[config.mk]
export PLATFORM = sky130hd
export DESIGN_NAME = cpu_run_controller
export DESIGN_NICKNAME = d
export VERILOG_FILES = /design/src/rtl/cpu_ctrl_pkg.sv /design/src/rtl/btn_conditioner.sv /design/src/rtl/cpu_run_controller.sv
export SDC_FILE = /design/constraint.sdc
export NUM_CORES = 1
export LEC_CHECK = 0
export ABC_AREA = 0
export CELL_PAD_IN_SITES_DETAIL_PLACEMENT = 1
export CELL_PAD_IN_SITES_GLOBAL_PLACEMENT = 1
export CORE_MARGIN = 4
export CORE_UTILIZATION = 35
export CTS_BUF_LIST = sky130_fd_sc_hd__clkbuf_8
export CTS_CLUSTER_SIZE = 16
export DETAILED_ROUTE_END_ITERATION = 8
export PLACE_DENSITY = 0.76
export SLEW_MARGIN = 15
export SYNTH_ARGS = -nofsm -noshare
export SYNTH_HDL_FRONTEND = slang
export SYNTH_SLANG_ARGS = --single-unit
[constraint.sdc]
create_clock -name fpgaclock -period 1.6 [get_ports fpgaclock]
set_input_delay 0.24 -clock fpgaclock [delete_from_list [all_inputs] [get_ports fpgaclock]]
set_output_delay 0.24 -clock fpgaclock [all_outputs]
set_load 0.01 [all_outputs]
[src/rtl/cpu_ctrl_pkg.sv]
// Shared constants for the run controller: state encoding and default sizes.
package cpu_ctrl_pkg;

  localparam int DIV_WIDTH_DEF  = 21;
  localparam int DEB_CYCLES_DEF = 16;
  localparam int CYC_WIDTH_DEF  = 16;

  // Sequencer states; binary encoded, outputs are decoded into registers.
  localparam logic [2:0] ST_IDLE  = 3'd0;
  localparam logic [2:0] ST_RUN   = 3'd1;
  localparam logic [2:0] ST_PAUSE = 3'd2;
  localparam logic [2:0] ST_STEP  = 3'd3;
  localparam logic [2:0] ST_HALT  = 3'd4;

endpackage

[src/rtl/btn_conditioner.sv]
// Push-button conditioner: 2-FF synchronizer, counting debouncer and a
// one-cycle pulse on the rising edge of the accepted level.
module btn_conditioner #(
  parameter int DEB_CYCLES = 16
) (
  input  logic fpgaclock,
  input  logic reset,
  input  logic i_btn,
  output logic o_press
);

  localparam int CW = (DEB_CYCLES < 2) ? 1 : $clog2(DEB_CYCLES + 1);

  logic [1:0]    r_sync;
  logic [CW-1:0] r_cnt;
  logic          r_level;
  logic          r_level_d;

  // Bring the asynchronous button into the fpgaclock domain.
  always_ff @(posedge fpgaclock) begin
    if (reset) r_sync <= 2'b00;
    else       r_sync <= {r_sync[0], i_btn};
  end

  // Accept a new level only after DEB_CYCLES consecutive differing samples;
  // any sample equal to the current level restarts the count.
  always_ff @(posedge fpgaclock) begin
    if (reset) begin
      r_cnt     <= '0;
      r_level   <= 1'b0;
      r_level_d <= 1'b0;
    end else begin
      r_level_d <= r_level;
      if (r_sync[1] == r_level) begin
        r_cnt <= '0;
      end else if (r_cnt == CW'(DEB_CYCLES - 1)) begin
        r_level <= r_sync[1];
        r_cnt   <= '0;
      end else begin
        r_cnt <= r_cnt + CW'(1);
      end
    end
  end

  // A held button produces a single pulse: only the 0->1 transition counts.
  assign o_press = r_level & ~r_level_d;

endmodule

[src/rtl/cpu_run_controller.sv]
// Run/step/interrupt sequencer for the basic-computer core. Produces a
// single-cycle clock enable from a free-running divider and walks the core
// through idle, run, pause, single-step and halt.
module cpu_run_controller
  import cpu_ctrl_pkg::*;
#(
  parameter int DIV_WIDTH  = DIV_WIDTH_DEF,
  parameter int DEB_CYCLES = DEB_CYCLES_DEF,
  parameter int CYC_WIDTH  = CYC_WIDTH_DEF
) (
  input  logic                 fpgaclock,
  input  logic                 reset,
  input  logic                 start_btn,
  input  logic                 step_btn,
  input  logic                 intr_btn,
  input  logic                 halted,
  output logic                 core_ce,
  output logic                 core_rst,
  output logic                 ready,
  output logic                 busy,
  output logic                 interrupted,
  output logic                 halt_seen,
  output logic [CYC_WIDTH-1:0] cycle_count
);

  logic                 w_start_p, w_step_p, w_intr_p;
  logic                 w_tick;
  logic [2:0]           w_next;
  logic                 w_ce_next;
  logic                 w_clr;

  logic [DIV_WIDTH-1:0] r_div;
  logic [2:0]           r_state;
  logic                 r_ce;
  logic                 r_core_rst, r_ready, r_busy, r_intr, r_halt;
  logic [CYC_WIDTH-1:0] r_cnt;

  btn_conditioner #(.DEB_CYCLES(DEB_CYCLES)) u_start (
    .fpgaclock(fpgaclock), .reset(reset), .i_btn(start_btn), .o_press(w_start_p));
  btn_conditioner #(.DEB_CYCLES(DEB_CYCLES)) u_step (
    .fpgaclock(fpgaclock), .reset(reset), .i_btn(step_btn), .o_press(w_step_p));
  btn_conditioner #(.DEB_CYCLES(DEB_CYCLES)) u_intr (
    .fpgaclock(fpgaclock), .reset(reset), .i_btn(intr_btn), .o_press(w_intr_p));

  // Free-running divider; tick marks the all-ones count.
  always_ff @(posedge fpgaclock) begin
    if (reset) r_div <= '0;
    else       r_div <= r_div + DIV_WIDTH'(1);
  end

  assign w_tick = &r_div;

  // Next-state and enable decision. STEP stays put for the cycle in which
  // its single core_ce is out, then drops back to PAUSE.
  always_comb begin
    w_next    = r_state;
    w_ce_next = 1'b0;
    w_clr     = 1'b0;
    case (r_state)
      ST_IDLE: begin
        if (w_start_p) begin
          w_next = ST_RUN;
          w_clr  = 1'b1;
        end else if (w_step_p) begin
          w_next = ST_STEP;
          w_clr  = 1'b1;
        end
      end
      ST_RUN: begin
        if (halted)                w_next    = ST_HALT;
        else if (w_intr_p)         w_next    = ST_PAUSE;
        else if (w_tick && !r_ce)  w_ce_next = 1'b1;
      end
      ST_PAUSE: begin
        if (halted)         w_next = ST_HALT;
        else if (w_intr_p)  w_next = ST_RUN;
        else if (w_step_p)  w_next = ST_STEP;
      end
      ST_STEP: begin
        if (r_ce)         w_next    = ST_PAUSE;
        else if (w_tick)  w_ce_next = 1'b1;
      end
      ST_HALT: begin
        if (w_start_p) w_next = ST_IDLE;
      end
      default: w_next = ST_IDLE;
    endcase
  end

  // State, enable and status flags, all registered from the next state.
  always_ff @(posedge fpgaclock) begin
    if (reset) begin
      r_state    <= ST_IDLE;
      r_ce       <= 1'b0;
      r_core_rst <= 1'b1;
      r_ready    <= 1'b1;
      r_busy     <= 1'b0;
      r_intr     <= 1'b0;
      r_halt     <= 1'b0;
    end else begin
      r_state    <= w_next;
      r_ce       <= w_ce_next;
      r_core_rst <= (w_next == ST_IDLE);
      r_ready    <= (w_next == ST_IDLE);
      r_busy     <= (w_next == ST_RUN) || (w_next == ST_STEP);
      r_intr     <= (w_next == ST_PAUSE);
      r_halt     <= (w_next == ST_HALT);
    end
  end

  // Count issued enables since the last start; saturate instead of wrapping.
  always_ff @(posedge fpgaclock) begin
    if (reset)                r_cnt <= '0;
    else if (w_clr)           r_cnt <= '0;
    else if (r_ce && !(&r_cnt)) r_cnt <= r_cnt + CYC_WIDTH'(1);
  end

  assign core_ce     = r_ce;
  assign core_rst    = r_core_rst;
  assign ready       = r_ready;
  assign busy        = r_busy;
  assign interrupted = r_intr;
  assign halt_seen   = r_halt;
  assign cycle_count = r_cnt;

endmodule

==> flow_results.xml <==
<?xml version="1.0" encoding="UTF-8"?>
<metrics>
  <group name="floorplanning">
    <metric name="core-area" unit="um^2">8680</metric>
    <metric name="rows" unit="">34</metric>
    <metric name="die_area" unit="um^2">10500</metric>
    <metric name="dieHeight" unit="um">102</metric>
    <metric name="die_width" unit="um">102</metric>
    <metric name="top_level_ports" unit="">28</metric>
    <metric name="initial_util" unit="%">35.9</metric>
  </group>
  <group name="min_path">
    <metric name="min-delay-path-class" unit="">primary input to register</metric>
  </group>
  <group name="clocking">
    <metric name="cts.reportedPaths.clkPinSlew" unit="ns">0.09</metric>
    <metric name="insertion_delay" unit="ns">0.35</metric>
    <metric name="cts_tree" unit="">yes</metric>
    <metric name="cts-buffers-inserted" unit="">9</metric>
    <metric name="tritoncts_num_sinks" unit="">72</metric>
    <metric name="ctsHtreeMaxLevel" unit="">3</metric>
    <metric name="ctsHoldBuffers" unit="">0</metric>
    <metric name="cts.path.max_buffers" unit="">2</metric>
    <metric name="clock_tree.root_cell" unit="">sky130_fd_sc_hd__clkbuf_8</metric>
  </group>
  <group name="timing">
    <metric name="slew_violations" unit="">0</metric>
    <metric name="timing.max_slew.rel_slack" unit="%">71.0</metric>
    <metric name="timing.final.crit_share" unit="%">101</metric>
    <metric name="final.setup.tns" unit="ns">-0.0360</metric>
    <metric name="max_clock_freq" unit="GHz">0.620</metric>
    <metric name="grt_setup_unrepaired" unit="">true</metric>
    <metric name="finalHoldWorstSlack" unit="ns">0.443</metric>
    <metric name="setup_ws" unit="ns">-0.0140</metric>
    <metric name="worstMarginPinSlew" unit="ns">0.432</metric>
    <metric name="hold_viol_final" unit="">0</metric>
    <metric name="fin_worst_skew" unit="ns">0.0180</metric>
    <metric name="period_minus_slack" unit="ns">1.61</metric>
    <metric name="setup_violations" unit="">3</metric>
  </group>
  <group name="critical_path">
    <metric name="critical_path.cell_chain" unit="">nand4_4 -&gt; buf_4 -&gt; nor4_1 -&gt; buf_4 -&gt; nor2_1 -&gt; nor3_1</metric>
    <metric name="crit_slowest_cell" unit="">sky130_fd_sc_hd__nor4_1</metric>
    <metric name="worst_ep_required_time" unit="ns">1.87</metric>
    <metric name="worst_ep_arrival_time" unit="ns">1.89</metric>
    <metric name="cpPeakStageDelay" unit="ns">0.43</metric>
    <metric name="worstPathMaxFanout" unit="">5</metric>
    <metric name="most_common_cell_type_on_the_critical_path" unit="">sky130_fd_sc_hd__buf_4</metric>
    <metric name="critical_path.endpoint_type" unit="">register</metric>
    <metric name="path_delay_family" unit="">simple AND/OR/NAND/NOR gates</metric>
    <metric name="critical_path_buf_inv_count" unit="">2</metric>
    <metric name="worstSetupStartpointType" unit="">register</metric>
    <metric name="criticalPathCategory" unit="">register to register</metric>
  </group>
  <group name="routing">
    <metric name="drtIter0Drc" unit="">63</metric>
    <metric name="routed_wirelength" unit="um">8930</metric>
    <metric name="drc_errors" unit="">0</metric>
    <metric name="via_count" unit="">2869</metric>
    <metric name="routed_wire_length_per_instance" unit="um">16.3</metric>
    <metric name="ant_nets" unit="">0</metric>
    <metric name="number_of_search_and_repair_iterations_in_the_first_detailed_routing_pass" unit="">4</metric>
    <metric name="via_per_inst" unit="">5.25</metric>
  </group>
  <group name="synth">
    <metric name="yosys.cell_types.count" unit="">50</metric>
    <metric name="syn-num-nets" unit="">353</metric>
    <metric name="postSynth.topFlopCell" unit="">sky130_fd_sc_hd__dfxtp_1</metric>
    <metric name="synth.yosys.warnings" unit="">0</metric>
    <metric name="syn_inst" unit="">339</metric>
    <metric name="synth_compound_area_share" unit="%">10.2</metric>
    <metric name="post_synth_and_or_nand_nor_area_fraction" unit="%">28.0</metric>
    <metric name="post_synth_xor_area_fraction" unit="%">5.90</metric>
    <metric name="postSynthRegisterBits" unit="">72</metric>
    <metric name="synth_sequential_area_ratio" unit="%">46.3</metric>
    <metric name="syn_avg_cell_area" unit="um^2">9.19</metric>
    <metric name="asyncSetResetFlopFracSynth" unit="%">0</metric>
    <metric name="syn-cell-area" unit="um^2">3120</metric>
    <metric name="synth_adder_area_share" unit="%">3.21</metric>
    <metric name="synth_top_area_share" unit="%">46.3</metric>
    <metric name="synth_top_family_by_area" unit="">simple AND/OR/NAND/NOR gates</metric>
    <metric name="ys_top_cells_by_area" unit="">sky130_fd_sc_hd__dfxtp_1, sky130_fd_sc_hd__nor2_1, sky130_fd_sc_hd__xnor2_1</metric>
    <metric name="yosys-mux-area-fraction" unit="%">3.01</metric>
    <metric name="synth_top_cell_by_area" unit="">sky130_fd_sc_hd__dfxtp_1</metric>
    <metric name="synth_enable_flop_cells" unit="">0</metric>
  </group>
  <group name="power_and_ir_drop">
    <metric name="peakVddDrop" unit="mV">0.455</metric>
    <metric name="p_leak" unit="nW">1.78</metric>
    <metric name="power_density_cells" unit="nW/um^2">830</metric>
  </group>
  <group name="place">
    <metric name="place_congestion" unit="">0.850</metric>
    <metric name="post-dp-hpwl" unit="um">5960</metric>
    <metric name="placed_cells" unit="">522</metric>
    <metric name="port_buf_inserts" unit="">27</metric>
    <metric name="post_placement_cell_area" unit="um^2">3950</metric>
  </group>
  <group name="grt">
    <metric name="first_global_vias" unit="">3048</metric>
    <metric name="antenna_found_initial" unit="">0</metric>
    <metric name="grt_use_total" unit="%">17.3</metric>
    <metric name="grt_pass1_wl" unit="um">14100</metric>
    <metric name="grt-ovfl-total" unit="">0</metric>
    <metric name="grt_start_max_net_pins" unit="">32</metric>
  </group>
  <group name="final_layout">
    <metric name="fin_util" unit="%">51.1</metric>
    <metric name="sequential_cell_area" unit="um^2">1470</metric>
    <metric name="num_antenna_cells" unit="">0</metric>
    <metric name="ratio_of_cells_with_drive_above_1_in_the_final_layout" unit="%">32.6</metric>
    <metric name="final_cell_area" unit="um^2">4440</metric>
    <metric name="fill_cells" unit="">982</metric>
    <metric name="multi_input_area" unit="um^2">1750</metric>
    <metric name="layout.nets" unit="">447</metric>
    <metric name="final_cell_count_no_fill" unit="">546</metric>
    <metric name="area_growth_syn_to_layout" unit="%">42.4</metric>
  </group>
  <group name="run">
    <metric name="drv_cap" unit="">0</metric>
  </group>
  <group name="outcome">
    <metric name="outcome" unit="">complete, but fails checks</metric>
    <metric name="violations" unit="">negative setup slack</metric>
  </group>
</metrics>
synthesized netlist by cell type, drive strengths merged, types with 9 or more instances:
cell / count
dfxtp: 72
nor2: 41
nand3: 23
a21oi: 18
nor2b: 17
inv: 15
xnor2: 14
nand2: 12
nand4: 10
or3: 10
nor3: 9
o21ai: 9
metal layers:
| layer | track usage (%) | vias to the layer above | share of wire (%) |
|---|---|---|---|
| li1 | - | 1391 | - |
| met3 | 4.51 | 20 | 3.8 |
| met5 | 0 | - | 0 |
| met4 | 5.45 | 0 | 2.2 |
| met1 | 18.4 | 1408 | 40 |
| met2 | 33.0 | 50 | 54 |
cell type report:
cell class,count,area share [%]
timing repair buffer,94,17.7
multi-input combinational,241,39.4
sequential,72,33.1
inverter,15,1.27
clock buffer,9,2.79
clock inverter,7,2.71
tap,108,3.04
sequential cells by signal (all words and copies together) (netlist names), 2 cells and up:
name / count
r_state: 3
u_intr.r_cnt: 5
u_start.r_sync: 2
cycle_count: 16
u_step.r_cnt: 5
r_div: 21
u_intr.r_sync: 2
u_step.r_sync: 2
u_start.r_cnt: 5
logic make-up (layout without fill, tap and decap cells):
logic type,after synthesis,after routing
and+or+nand+nor,154,154
adders and majority gates,8,8
DFF,72,72
buffers and inverters,26,125
AOI/OAI and AO/OA,49,49
muxes,9,9
xor gates and xnor gates,21,21
cell usage in the layout, fill, tap and decap left out, types with 6 or more instances in the layout:
master	count
sky130_fd_sc_hd__nand2_1	11
sky130_fd_sc_hd__dlygate4sd2_1	16
sky130_fd_sc_hd__inv_1	15
sky130_fd_sc_hd__xnor2_1	14
sky130_fd_sc_hd__clkbuf_8	9
sky130_fd_sc_hd__xor2_1	7
sky130_fd_sc_hd__nor2b_1	17
sky130_fd_sc_hd__clkdlybuf4s50_1	10
sky130_fd_sc_hd__mux2i_1	6
sky130_fd_sc_hd__nand3_1	21
sky130_fd_sc_hd__buf_4	64
sky130_fd_sc_hd__nor3_1	8
sky130_fd_sc_hd__and3_1	7
sky130_fd_sc_hd__dfxtp_2	11
sky130_fd_sc_hd__a21oi_1	14
sky130_fd_sc_hd__nor2_1	38
sky130_fd_sc_hd__dfxtp_1	57
sky130_fd_sc_hd__nand4_1	8
what timing repair did:
action                                 CTS  global route
setup buffers                            5             3
gates cloned                             1             0
endpoints found under the hold margin    0             0
setup endpoints to repair               40            36
gates resized for setup                 38            35
pin swaps                                8            11
report_power, final:
group          internal [W]  switching [W]  total [W]
clock               0.00104       0.000722    0.00176
combinational     0.0000557      0.0000574   0.000113
sequential          0.00180      0.0000102    0.00181
total               0.00289       0.000790    0.00368
through the flow:
step | worst slack [ns] | power, W
2_1_floorplan | -0.0291 | 0.00191
3_3_place_gp | -0.124 | 0.00196
3_5_place_dp | -0.208 | 0.00196
4_1_cts | -0.0433 | 0.00372
5_1_grt | -0.0981 | 0.00382
6_report | -0.0140 | 0.00368
path summary, 6_finish.rpt:
path	start	endpoint	slack [ns]	cells past startpoint
max	cycle_count[5]	cycle_count[2]	-0.01	6
min	intr_btn	u_intr.r_sync[0]	0.44	2
max reg2reg	cycle_count[5]	cycle_count[2]	-0.01	6
min reg2reg	u_start.r_sync[0]	u_start.r_sync[1]	0.44	1
(Power assumes the default switching activity.)
